==> src/rtl/adrv9001_dgpio_ctrl.sv <==
// ADRV9001 DGPIO controller: pad direction/level, timed pulses,
// synchronised glitch-filtered inputs and sticky edge interrupts.
module adrv9001_dgpio_ctrl #(
    parameter int NUM_PINS = 12,
    parameter int FILT_W   = 8,
    parameter int PULSE_W  = 16
) (
    input  logic                clk,
    input  logic                rst,
    input  logic [NUM_PINS-1:0] cfg_dir,
    input  logic [NUM_PINS-1:0] cfg_out,
    input  logic [FILT_W-1:0]   cfg_filt_len,
    input  logic [NUM_PINS-1:0] cfg_rise_en,
    input  logic [NUM_PINS-1:0] cfg_fall_en,
    input  logic [NUM_PINS-1:0] irq_clr,
    input  logic [NUM_PINS-1:0] pulse_start,
    input  logic [PULSE_W-1:0]  pulse_len,
    input  logic [NUM_PINS-1:0] dgpio_i,
    output logic [NUM_PINS-1:0] dgpio_o,
    output logic [NUM_PINS-1:0] dgpio_t,
    output logic [NUM_PINS-1:0] in_level,
    output logic [NUM_PINS-1:0] pulse_busy,
    output logic [NUM_PINS-1:0] irq_status,
    output logic                irq
);

    typedef enum logic {
        IDLE   = 1'b0,
        ACTIVE = 1'b1
    } state_t;

    logic [NUM_PINS-1:0] s1;
    logic [NUM_PINS-1:0] s2;
    logic [NUM_PINS-1:0] out_q;
    logic [NUM_PINS-1:0] lvl_chg;
    logic [NUM_PINS-1:0] ev_set;
    logic [FILT_W-1:0]   filt_cnt  [NUM_PINS];
    logic [PULSE_W-1:0]  pulse_cnt [NUM_PINS];
    state_t              state     [NUM_PINS];

    always_ff @(posedge clk or posedge rst) begin
        if (rst) begin
            dgpio_t <= '1;
            out_q   <= '0;
            s1      <= '0;
            s2      <= '0;
        end else begin
            dgpio_t <= ~cfg_dir;
            out_q   <= cfg_out;
            s1      <= dgpio_i;
            s2      <= s1;
        end
    end

    // A pin commits its new level once the mismatch has lasted L+1 cycles.
    always_comb begin
        lvl_chg = '0;
        ev_set  = '0;
        for (int n = 0; n < NUM_PINS; n++) begin
            lvl_chg[n] = (s2[n] != in_level[n]) && (filt_cnt[n] >= cfg_filt_len);
            ev_set[n]  = lvl_chg[n] && dgpio_t[n] &&
                         (s2[n] ? cfg_rise_en[n] : cfg_fall_en[n]);
        end
    end

    always_ff @(posedge clk or posedge rst) begin
        if (rst) begin
            in_level <= '0;
            for (int n = 0; n < NUM_PINS; n++) begin
                filt_cnt[n] <= '0;
            end
        end else begin
            for (int n = 0; n < NUM_PINS; n++) begin
                if (s2[n] == in_level[n]) begin
                    filt_cnt[n] <= '0;
                end else if (lvl_chg[n]) begin
                    in_level[n] <= s2[n];
                    filt_cnt[n] <= '0;
                end else begin
                    filt_cnt[n] <= filt_cnt[n] + FILT_W'(1);
                end
            end
        end
    end

    // Set has priority over a simultaneous clear.
    always_ff @(posedge clk or posedge rst) begin
        if (rst) begin
            irq_status <= '0;
            irq        <= 1'b0;
        end else begin
            irq_status <= (irq_status & ~irq_clr) | ev_set;
            irq        <= |irq_status;
        end
    end

    always_ff @(posedge clk or posedge rst) begin
        if (rst) begin
            for (int n = 0; n < NUM_PINS; n++) begin
                state[n]     <= IDLE;
                pulse_cnt[n] <= '0;
            end
        end else begin
            for (int n = 0; n < NUM_PINS; n++) begin
                case (state[n])
                    IDLE: begin
                        if (pulse_start[n] && (pulse_len != '0)) begin
                            state[n]     <= ACTIVE;
                            pulse_cnt[n] <= pulse_len - PULSE_W'(1);
                        end
                    end
                    ACTIVE: begin
                        if (pulse_start[n] && (pulse_len != '0)) begin
                            pulse_cnt[n] <= pulse_len - PULSE_W'(1);
                        end else if (pulse_cnt[n] == '0) begin
                            state[n] <= IDLE;
                        end else begin
                            pulse_cnt[n] <= pulse_cnt[n] - PULSE_W'(1);
                        end
                    end
                    default: begin
                        state[n] <= IDLE;
                    end
                endcase
            end
        end
    end

    always_comb begin
        pulse_busy = '0;
        for (int n = 0; n < NUM_PINS; n++) begin
            pulse_busy[n] = (state[n] == ACTIVE);
        end
    end

    assign dgpio_o = out_q ^ pulse_busy;

endmodule

==> config.mk <==
export PLATFORM = sky130hd
export DESIGN_NAME = adrv9001_dgpio_ctrl
export DESIGN_NICKNAME = d
export VERILOG_FILES = /design/src/rtl/adrv9001_dgpio_ctrl.sv
export SDC_FILE = /design/constraint.sdc
export NUM_CORES = 1
export LEC_CHECK = 0
export ABC_AREA = 1
export CAP_MARGIN = 25
export CORE_ASPECT_RATIO = 1.5
export CORE_MARGIN = 1
export CORE_UTILIZATION = 40
export CTS_BUF_LIST = sky130_fd_sc_hd__clkbuf_4 sky130_fd_sc_hd__clkbuf_8
export DETAILED_ROUTE_END_ITERATION = 16
export SYNTH_ARGS = -nofsm -noshare
export SYNTH_HDL_FRONTEND = slang
export SYNTH_SLANG_ARGS = --single-unit
==> constraint.sdc <==
create_clock -name clk -period 41.8 [get_ports clk]
set_clock_uncertainty 0.2 [all_clocks]
set_input_delay 8.36 -clock clk [delete_from_list [all_inputs] [get_ports clk]]
set_output_delay 8.36 -clock clk [all_outputs]
set_load 0.02 [all_outputs]
==> results.toml <==
[place]
port_buffers = 170
dpl.hpwl_mm = 44.5
gp_congestion = 0.852

[pwr]
p_per_area_mw_per_mm2 = 38.0
ir_worst_vdd_v = 0.0000242
leakagePower_uw = 0.0140

[logic_synthesis]
synthCells = 3367
synth_cell_types = 38
synth.area.top_cells = "dfrtp_1 (37%), nand2_1 (17%), ha_1 (6.9%)"
ys_async_sr_fraction = 1.00
synth_nets = 3611
yosysSeqAreaShare = 0.387
synth_seq_cells = 373
synth_edf_count = 0
synth_largest_area_cell = "dfrtp_1"
syn_avg_cell_area_um2 = 7.18
synth_top_cell_area_share = 0.374
syn-cell-area_mm2 = 0.0242
synth_warnings = 0
synth_flop_cell = "dfrtp_1"

[die]
dieHeight_um = 303
ioPinCount = 171
num_rows = 110
core_mm2 = 0.0599
die_w_um = 203
initial_core_util = 0.404
die-area_mm2 = 0.0614

[setup_path]
reg2reg_slack_ns = 39.44
rr_endpoint = "pulse_cnt[9]$_DFFE_PP0P_"
cp.required_ns = 42.14
cp-end-kind = "register"
timing.rr.start = "pulse_busy[11]$_DFF_PP0_"
crit_type = "in -> reg"
cp-start-kind = "primary input"
arrival_ns = 12.12
crit_fanout = 24
slowest_stage = "nand2_1"
max_stage_delay_ns = 0.66
cp_cell_sequence = "clkdlybuf4s50_1 > buf_4 > inv_1 > ha_1 > nand2_1 > nor2_2 > nand2_4 > nand2_1 > nand2_2 > clkinv_1 > nand2_1 > nand2_1"
cpMostUsedCell = "nand2_1"
r2r_cells = 5

[clock_network]
cts_root_buffer = "clkbuf_8"
clk_pin_slew_worst_paths_ns = 0.05
numCtsBuffers = 70
cts_resized = 0
cts_tree = "built"
clk_path_buf_depth = 3
htree_num_levels = 3
cts_hold_buf = 0
cts.repair_timing.setup_buffer_count = 0
clkLatencyLatePin_ns = 0.66
clock-sinks = 373

[timing]
finalHoldViolations = 0
rsz0062_at_grt = "no"
layout_worst_path_cycle_share = 0.282
maxClockFrequency_mhz = 84.9
finalSetupTns_ns = 0
slew_viol_final = 0
finalSetupViolCount = 0
max_slew_margin = 0.262
tightest_slew_ns = 1.11
period_minus_slack_ns = 11.78

[cells_and_area]
nFillCells = 6231
area_delta_synth_final_pct = 15.8
final_common_cell = "nand2_1"
final_cell_mix = "nand2_1 (1113), nor2_1 (423), dfrtp_1 (361)"
final_core_util = 0.467
final_nets = 3782
drive_above_1_share = 0.0607

[grt]
grt_pass1_vias = 21331
globalRouteOverflowTotal = 0
grt_pass1_wl_mm = 109
antenna_found_initial = 1
grt_usage = 0.220
grt_max_degree = 160

[drt]
dr_total_vias = 22138
wl_per_cell_um = 15.2
drt_pass1_iterations = 5
drt-met1-wl_mm = 27.6
wl_met2_mm = 33.4
drcViolationCount = 0
viasPerCell = 5.06
drtIter0Drc = 1307
final_antenna_net_count = 0
topRoutingLayerUsed = "met4"
dr_wl_met3_mm = 2.98
drt_wl_total_mm = 66.5

[worst_hold_path]
min_from = "s1[10]$_DFF_PP0_"
hold_depth = 0
hp-class = "reg -> reg"
hold-path-endpoint = "s2[10]$_DFF_PP0_"

[outcome]
status = "finished, final reports clean"

[run]
drv_cap = 0
## report_power, final
group / leakage [uW] / switching (uW) / internal, uW
combinational: 0.00873 / 134 / 88.8
sequential: 0.00449 / 40.9 / 403
clock: 0.000813 / 167 / 229
## kinds of logic after synthesis
logic type	share of synthesized area
AO/OA/AOI/OAI	0.0573
buffers and inverters	0.0777
AND/OR/NAND/NOR	0.366
adder cells (fa/ha/maj)	0.0694
XOR/XNOR	0.0424
flip-flops	0.387
## critical path, delay by kind of cell
kind,cells,cell delay (ns)
fa+ha+maj,1,0.23
buf+inv,4,1.32
simple gates,7,2.17
## synthesized netlist by cell type, types with 5 or more instances
master and instances:
buf_2 34, nand2_8 9, nand3b_1 39, buf_6 12
nand2_1 1113, inv_2 7, dfstp_2 12, nor2_1 423
dfrtp_1 361, o21ai_0 106, o31a_1 11, nand4_1 117
xor2_1 56, clkbuf_1 17, o21ai_1 51, a21oi_2 6
o211ai_1 6, a31o_2 12, nand2_2 11, buf_4 15
nor2_2 5, ha_1 134, nand2_4 10, xnor2_1 59
a21oi_1 53, nor3_1 29, nand3_1 296, inv_1 346
## stage by stage
| step | cell area, um^2 | setup slack [ns] | cells | total power [uW] | hold WS (ns) |
|---|---|---|---|---|---|
| floorplan | 24200 | 22.90 | 3367 | 599 | 0.131 |
| global placement | 26400 | 29.39 | 4250 | 671 | 0.133 |
| detailed placement | 26400 | 29.34 | 4250 | 674 | 0.135 |
| CTS | 28000 | 30.06 | 4376 | 1080 | 0.148 |
| global route | 28000 | 29.82 | 4377 | 1130 | 0.153 |
| finish | 28000 | 30.02 | 4377 | 1060 | 0.146 |
## state kept, by name, indices dropped and copies added (netlist names)
register / flops
dgpio_t: 12
filt_cnt: 96
in_level: 12
irq: 1
irq_status: 12
out_q: 12
pulse_busy: 12
pulse_cnt: 192
s1: 12
s2: 12
## layer usage
layer | GRT usage | vias up
met5 | 0 | -
met4 | 0.103 | 0
met3 | 0.0308 | 136
met2 | 0.400 | 503
met1 | 0.253 | 10337
li1 | - | 11162
## worst max-delay path by stage
stage                       from                         end  slack (ns)
floorplan                    rst       filt_cnt[0]$_DFF_PP0_       22.90
global placement    pulse_len[0]  pulse_cnt[133]$_DFFE_PP0P_       29.39
detailed placement  pulse_len[0]  pulse_cnt[130]$_DFFE_PP0P_       29.34
CTS                 pulse_len[0]  pulse_cnt[130]$_DFFE_PP0P_       30.06
global route        pulse_len[0]  pulse_cnt[130]$_DFFE_PP0P_       29.82
finish              pulse_len[0]  pulse_cnt[130]$_DFFE_PP0P_       30.02
## cell type report
cell class                 count  area (um^2)  share of cell area
multi-input combinational   2556        13000               0.463
sequential                   373         9350               0.334
timing repair buffer         182         1800              0.0645
clock buffer                 112         1390              0.0497
inverter                     355         1340              0.0479
tap                          784          981              0.0351
clock inverter                14          155             0.00555
antenna                        1         2.50           0.0000894
No activity file was read; power rests on OpenSTA's default activity.
